## src/rtl/reg_file_2r1w.sv

```systemverilog
// reg_file_2r1w: 2-read/1-write register file with write-first bypass and pending scoreboard
module reg_file_2r1w #(
  parameter int DATA_W   = 16,
  parameter int NUM_REGS = 8,
  parameter int ADDR_W   = 3,
  parameter int ZERO_REG = 0,
  parameter int PRELOAD  = 1
) (
  input  logic                clk,
  input  logic                rst,
  input  logic                wr_en,
  input  logic [ADDR_W-1:0]   wr_addr,
  input  logic [DATA_W-1:0]   wr_data,
  input  logic                rd_en_a,
  input  logic [ADDR_W-1:0]   rd_addr_a,
  output logic [DATA_W-1:0]   rd_data_a,
  output logic                rd_pend_a,
  output logic                rd_valid_a,
  input  logic                rd_en_b,
  input  logic [ADDR_W-1:0]   rd_addr_b,
  output logic [DATA_W-1:0]   rd_data_b,
  output logic                rd_pend_b,
  output logic                rd_valid_b,
  input  logic                rsv_en,
  input  logic [ADDR_W-1:0]   rsv_addr,
  output logic [NUM_REGS-1:0] pending
);
  localparam int DEPTH = 1 << ADDR_W;
  localparam int PRE [8] = '{10, 1000, 100, 1, 10000, 0, 500, 5000};
  logic [DATA_W-1:0] mem [NUM_REGS];
  logic [DEPTH-1:0]  pend_d;
  logic              wr_ok, rsv_ok;
  function automatic logic live(input logic [ADDR_W-1:0] a);
    return 32'(a) < NUM_REGS && !(ZERO_REG != 0 && a == '0);
  endfunction
  function automatic logic [DATA_W-1:0] init_val(input int i);
    return (PRELOAD == 0 || i > 7 || (ZERO_REG != 0 && i == 0)) ? '0 : DATA_W'(PRE[i % 8]);
  endfunction
  // write-first: a same-cycle write to the read address is returned
  function automatic logic [DATA_W-1:0] rd_word(input logic [ADDR_W-1:0] a);
    return !live(a) ? '0 : (wr_ok && wr_addr == a) ? wr_data : mem[a];
  endfunction
  assign wr_ok  = wr_en && live(wr_addr);
  assign rsv_ok = rsv_en && live(rsv_addr);
  genvar i;
  generate
    for (i = 0; i < DEPTH; i++) begin : g_pend
      if (i < NUM_REGS && !(ZERO_REG != 0 && i == 0)) begin : g_live
        assign pend_d[i] = (rsv_ok && rsv_addr == ADDR_W'(i)) ? 1'b1 :
                           (wr_ok && wr_addr == ADDR_W'(i)) ? 1'b0 : pending[i];
      end else begin : g_dead
        assign pend_d[i] = 1'b0;
      end
    end
  endgenerate
  always_ff @(posedge clk) begin
    if (rst) begin
      for (int k = 0; k < NUM_REGS; k++) mem[k] <= init_val(k);
    end else if (wr_ok) begin
      mem[wr_addr] <= wr_data;
    end
  end
  always_ff @(posedge clk) begin
    if (rst) begin
      pending    <= '0;
      rd_data_a  <= '0;
      rd_pend_a  <= 1'b0;
      rd_valid_a <= 1'b0;
      rd_data_b  <= '0;
      rd_pend_b  <= 1'b0;
      rd_valid_b <= 1'b0;
    end else begin
      pending    <= pend_d[NUM_REGS-1:0];
      rd_valid_a <= rd_en_a;
      rd_valid_b <= rd_en_b;
      if (rd_en_a) begin
        rd_data_a <= rd_word(rd_addr_a);
        rd_pend_a <= pend_d[rd_addr_a];
      end
      if (rd_en_b) begin
        rd_data_b <= rd_word(rd_addr_b);
        rd_pend_b <= pend_d[rd_addr_b];
      end
    end
  end
endmodule

```

## config.mk

```make
export PLATFORM = sky130hd
export DESIGN_NAME = reg_file_2r1w
export DESIGN_NICKNAME = d
export VERILOG_FILES = /design/src/rtl/reg_file_2r1w.sv
export SDC_FILE = /design/constraint.sdc
export NUM_CORES = 1
export LEC_CHECK = 0
export CAP_MARGIN = 5
export CORE_MARGIN = 5
export CORE_UTILIZATION = 25
export DETAILED_ROUTE_END_ITERATION = 12
export DONT_BUFFER_PORTS = 1
export HOLD_SLACK_MARGIN = 0.08
export SLEW_MARGIN = 20
export SYNTH_ARGS = -nofsm -noshare
export SYNTH_HDL_FRONTEND = slang
export SYNTH_SLANG_ARGS = --single-unit
```

## constraint.sdc

```tcl
create_clock -name clk -period 5.2 [get_ports clk]
set_clock_uncertainty 0.1 [all_clocks]
set_input_delay 1.56 -clock clk [delete_from_list [all_inputs] [get_ports clk]]
set_output_delay 1.56 -clock clk [all_outputs]
set_load 0.02 [all_outputs]
```

==> metrics.md, run 1 <==
| Metric | Value |
|---|---|
| Final setup vio count | `0` |
| Setup CP Type | `primary input to register` |
| Final period util | `55.69%` |
| Post-synthesis sequential area ratio | `52.86%` |
| Worst-case clock buffer depth | `2` |
| IO Port Bufs | `0` |
| Yosys warns | `0` |
| Hold/Removal Path Class | `register to register` |
| Total of max-cap violations | `0` |
| Mapped Cells | `663` |
| Top Ports | `78` |
| Tmin final | `2.896 ns` |
| Root buf cell | `clkbuf_16` |
| CP arrival | `3.12 ns` |
| Final hold vios | `0` |
| Post-cts hold buffer count | `0` |
| Max transition margin | `25.41%` |
| Slew of the pin with the lowest slew margin | `1.115 ns` |
| Critical path peak fanout | `54` |
| Initial Util | `between 20% and 30%` |
| DR WL/cell | `21.87 um` |
| R2r startpoint | `mem[4][1]$_SDFFCE_PN0P_` |
| RR Endpoint | `rd_data_b[1]$_SDFFE_PP0P_` |
| Setup TNS | `0 ns` |
| Flops & latches, synth | `172` |
| Critical path capture point type | `register` |
| Largest net degree at the start of global routing | `between 50 and 60` |
| Buffer count from post-CTS setup fixing | `0` |
| Maximum vdd ir drop | `~0.20 mV` |
| Total Routed Length | `24,320 um` |
| Die width | `~200 um` |
| LEAKAGE | `3.322 nW` |
| Area leader, netlist | `edfxtp_1` |
| RD Place Congestion | `0.7801` |
| Synth area leaders | `edfxtp_1 (43%), mux4_2 (16%), dfxtp_1 (9.9%)` |
| R2R depth | `5` |
| Via count | `5,412` |
| Syn Std Cell Area | `between 0.008 and 0.009 mm^2` |
| Mean Syn Cell Area | `13.48 um^2` |
| Yosys cell types | `43` |
| Startpoint types | `primary input` |
| First-pass GRT wire length | `roughly 36,000 um` |
| CTS sink cnt | `about 170` |
| CP cell instances | `and2b_1 -> nand4_1 -> buf_4 -> o211ai_1 -> a21oi_1` |
| Yosys top cell area share | `43.00%` |
| Max-slew violations | `0` |
| Vias per std cell | `slightly below 5` |
| Fmax | `345.3 MHz` |
| H-tree depth | `4` |
| Fin nets | `about 670` |
| Unrepaired setup endpoints after global routing | `no` |
| Final WS setup | `approximately 2.3 ns` |
| Worst-Skew Late Latency | `0.43 ns` |
| Status | `finished clean` |
| Hold_sp | `rd_data_a[6]$_SDFFE_PP0P_` |
| CTS tree | `yes` |
| Drt pass-1 iters | `7` |
| Hold Slack | `0.4601 ns` |
| Crit-path slowest cell | `nand4_1` |
| Hold Path Depth | `2` |
| GR Util All Layers | `12.42%` |
| Clock transition at path regs | `0.07 ns` |
| Total CTS buffers | `17` |
| Final ANT Viol Nets | `0` |
| Worst Hold End | `rd_data_a[6]$_SDFFE_PP0P_` |
| Die area | `approximately 0.040 mm^2` |
| DR iter-0 viols | `451` |
| Core ar. | `between 0.03 and 0.04 mm^2` |
| Vias in the first global route | `5,590` |
| Initial antenna violation count | `0` |
| Residual DRC | `0` |
| Reg-to-reg slack, setup | `3.50 ns` |
| FP Rows | `69` |
| DP HPWL | `16,000 um` |
| Share of cells above drive strength 1 | `16.31%` |
| Synth Net Count | `697` |
| Die height | `199.1 um` |
| PwrDens | `321.1 mW/mm^2` |
| Area Growth Syn to Fin | `10.13%` |
| Grt ovf | `0` |
| Worst path max stage delay | `0.58 ns` |
| Worst EP required | `approximately 5.4 ns` |
| Cts repair resizes | `0` |
| Setup Slack @ Placement | `1.860 ns` |
==> critical path, delay by kind of cell <==
| family | cells | cell delay (ns) |
|---|---|---|
| AOI/OAI and AO/OA | 2 | 0.29 |
| and+or+nand+nor | 2 | 0.81 |
| buffers and inverters | 1 | 0.45 |
==> area by class of cell <==
type	instances	area (um^2)
antenna	1	2.502
fill	3591	25550
inverter	4	15.01
timing repair buffer	7	52.55
clock buffer	20	479.2
tap	461	576.8
sequential	172	4725
multi-input combinational	435	3910
clock inverter	12	83.83
==> state kept, by name, indices dropped and copies added, names as in the netlist <==
signal      cells
mem           128
pending         8
rd_data_a      16
rd_data_b      16
rd_pend_a       1
rd_pend_b       1
rd_valid_a      1
rd_valid_b      1
==> cell usage after synthesis (all sizes together) <==
cell and number:
mux2i 33, dfxtp 44, o221ai 1, nand4bb 2
buf 31, nand2 38, and4b 2, nand3b 1
mux4 66, nand4b 2, nor2b 3, o32ai 1
and2 100, clkbuf 21, o211ai 33, mux2 1
nor3 2, a21oi 35, inv 4, nand3 1
a31oi 1, and2b 2, a32oi 4, a221oi 1
nor4 1, or2 1, or3b 1, nor2 15
a22oi 1, nor3b 1, nand4 3, a211o 1
and4 2, edfxtp 128, or3 3, and3 1
nand2b 69, xnor2 6, a311o 1
==> per-layer routing <==
layer	global-route usage, %	share of wire, %
met5	0	0
met3	3.372	8.2
met2	21.38	50
met4	4.635	2.8
met1	14.91	39
==> how the worst max path moves through the flow <==
stage,start,to,slack [ns],cells after the start
after global routing,rst,rd_data_a[9]$_SDFFE_PP0P_,2.10,6
final,rst,rd_data_a[15]$_SDFFE_PP0P_,2.30,5
after global placement,rst,mem[3][0]$_SDFFCE_PN1P_,1.79,4
after detailed placement,rst,mem[2][3]$_SDFFCE_PN0P_,1.86,5
after CTS,rst,mem[2][9]$_SDFFCE_PN0P_,2.31,5
after floorplan,rd_addr_b[0],rd_data_b[12]$_SDFFE_PP0P_,2.25,7
==> stage by stage <==
stage | instances | total power, mW | utilization, % | instance area, um^2
floorplan | 663 | 1.935 | - | 8939
global placement | 1079 | 1.961 | 26.18 | 9268
detailed placement | 1079 | 1.970 | 26.20 | 9274
CTS | 1111 | 3.184 | 27.79 | 9837
global route | 1111 | 3.271 | 27.80 | 9842
finish | 1112 | 3.161 | 27.81 | 9844
==> cell usage in the layout, fill, tap and decap left out, types with 2 or more instances in the layout <==
master     synthesis  routed
clkbuf_16          0      19
mux4_2            63      63
nor2_1            15      15
edfxtp_1         128     128
and4_1             2       2
a32oi_1            4       4
nand2b_1          69      67
nor2b_1            3       3
a21oi_1           35      35
nand4_1            3       3
nand2b_2           0       2
and4b_1            2       2
and2b_1            2       2
or3_1              3       3
nand4b_1           2       2
dfxtp_1           44      44
inv_1              4       6
buf_4              0       7
inv_6              0       3
nand2_1           38      38
clkinv_4           0       3
and2_1           100     100
xnor2_1            6       6
inv_4              0       3
mux2i_1           33      33
mux4_1             3       3
nand4bb_1          2       2
o211ai_1          33      33
==> report_power, final <==
part / switching (mW) / internal (mW) / leakage (nW)
sequential: 0.0800 / 1.57 / 1.61
combinational: 0.124 / 0.164 / 1.43
clock: 0.554 / 0.672 / 0.289
==> kinds of logic after synthesis <==
| group | synth area share [%] |
|---|---|
| simple gates | 16.67 |
| flops | 52.86 |
| mux | 20.58 |
| compound gates | 5.781 |
| buf+inv | 3.527 |
| xor+xnor | 0.5879 |
(Power assumes the default switching activity.)
==> inputs of run 2 (changes only) <==
Clock period 5.2 ns to 2.55 ns, I/O delays scaled along.
==> metrics.md, run 2 (synthesized netlist as in run 1, its figures left out) <==
| Metric | Value |
|---|---|
| Top flop regs | `mem (128), rd_data_a (16), rd_data_b (16)` |
| DR WL/cell | `20.77 um` |
| CTS tree | `yes` |
| GR Util All Layers | `11.86%` |
| Max-slew violations | `0` |
| Root buf cell | `clkbuf_16` |
| Largest net degree at the start of global routing | `55` |
| Largest Register | `mem` |
| Total CTS buffers | `17` |
| Hold/Removal Path Class | `primary input to register` |
| Startpoint types | `primary input` |
| Initial antenna violation count | `1` |
| Vias per std cell | `4.808` |
| Die width | `199.1 um` |
| Final WS setup | `0.6279 ns` |
| Final hold vios | `0` |
| Max reg flops | `128` |
| Worst EP required | `between 2 and 3 ns` |
| Setup CP Type | `primary input to register` |
| Slew of the pin with the lowest slew margin | `0.8694 ns` |
| IO Port Bufs | `0` |
| Int Power | `between 4 and 5 mW` |
| DR iter-0 viols | `between 300 and 400` |
| Cts repair resizes | `0` |
| Area Growth Syn to Fin | `11.62%` |
| PwrDens | `652.8 mW/mm^2` |
| Clk network pwr share | `39.5%` |
| Share of cells above drive strength 1 | `between 10% and 20%` |
| Dpl cell area | `0.009400 mm^2` |
| Total of max-cap violations | `0` |
| Reg-to-reg slack, setup | `0.92 ns` |
| Final period util | `75.38%` |
| Clock transition at path regs | `about 0.07 ns` |
| Via count | `about 5,400` |
| H-tree depth | `4` |
| Top Ports | `78` |
| Most common library cell in the layout ignoring fill and taps | `edfxtp_1` |
| Tmin final | `1.922 ns` |
| Fmax | `520.3 MHz` |
| Post-cts hold buffer count | `0` |
| Setup TNS | `0 ns` |
| Setup Slack @ Placement | `0.1906 ns` |
| Maximum vdd ir drop | `between 0.4 and 0.5 mV` |
| Core ar. | `0.03540 mm^2` |
| Seq pwr share | `roughly half` |
| Total Routed Length | `23,410 um` |
| Status | `finished clean` |
| First-pass GRT wire length | `35,100 um` |
| Worst-Skew Late Latency | `0.43 ns` |
| Initial Util | `25.25%` |
| Max transition margin | `41.83%` |
| Design Area, Final | `0.009977 mm^2` |
| Vias in the first global route | `5,633` |
| Grt ovf | `0` |
| DP HPWL | `approximately 16,000 um` |
| Antenna cells | `0` |
| LEAKAGE | `3.396 nW` |
| Buffer count from post-CTS setup fixing | `0` |
| Die height | `199.1 um` |
| Unrepaired setup endpoints after global routing | `no` |
| Fin nets | `approximately 690` |
| Critical path capture point type | `register` |
| Final ANT Viol Nets | `0` |
| Die area | `0.03964 mm^2` |
| CTS sink cnt | `172` |
| Most frequent cells in the layout | `edfxtp_1 (128), and2_1 (100), nand2b_1 (69)` |
| Combinational Power Share | `8.9%` |
| Drt pass-1 iters | `5` |
| Residual DRC | `0` |
| Critical path peak fanout | `54` |
| CP arrival | `2.12 ns` |
| RD Place Congestion | `0.7374` |
| Final setup vio count | `0` |
| Worst-case clock buffer depth | `2` |
| Switching Power | `1.589 mW` |
| FP Rows | `69` |
| Switch share | `between 20 and 25%` |
[run 2: cell types whose count changed in the layout (fill, tap and decap cells not counted), moves of 3 or more]
cell,before,now
inv_4,3,0
inv_6,3,7
inv_8,0,3
buf_4,7,22
[run 2: stage by stage]
| step | util (%) | std cells | power [mW] | hold slack (ns) |
|---|---|---|---|---|
| 2_1_floorplan | - | 663 | 3.946 | 0.4426 |
| 3_3_place_gp | 26.56 | 1095 | 3.993 | 0.4503 |
| 3_5_place_dp | 26.56 | 1095 | 4.012 | 0.4550 |
| 4_1_cts | 28.19 | 1127 | 6.578 | 0.2816 |
| 5_1_grt | 28.19 | 1127 | 6.770 | 0.2754 |
| 6_report | 28.19 | 1127 | 6.513 | 0.3003 |
[run 2: worst paths after layout]
check,from,endpoint,cells after the start
worst max-delay path,rst,mem[5][1]$_SDFFCE_PN0P_,5
worst min-delay path,rst,rd_data_b[15]$_SDFFE_PP0P_,1
worst max register to register,mem[5][1]$_SDFFCE_PN0P_,rd_data_b[1]$_SDFFE_PP0P_,5
worst min register to register,rd_data_a[5]$_SDFFE_PP0P_,rd_data_a[5]$_SDFFE_PP0P_,2
[run 2: final cells by class]
class                           count  area (um^2)
Tap cell                          461        576.8
Clock buffer                       17        425.4
Multi-Input combinational cell    435         3899
Timing Repair Buffer               23        185.2
Sequential cell                   172         4725
Inverter                            4        15.01
Clock inverter                     15        151.4
Fill cell                        3607        25420
[run 2: per-layer routing]
layer	vias to the layer above	GRT usage, %	wire length [um]
met1	2773	14.01	9268
li1	2476	-	-
met5	-	0	0
met4	0	2.710	283
met3	18	2.816	1514
met2	152	21.82	12340
[run 2: power groups by stage]
stage          Sequential [mW]  Combinational (mW)  Clock [mW]
2_1_floorplan             3.38               0.567           0
3_3_place_gp              3.41               0.582           0
3_5_place_dp              3.42               0.588           0
4_1_cts                   3.36               0.590        2.63
5_1_grt                   3.38               0.637        2.75
6_report                  3.36               0.583        2.58
[run 2: critical path: stages]
cell and delay [ns]:
and2b_1 0.23, nand2_1 0.08, nor2_1 0.62, buf_4 0.27, and2_1 0.13
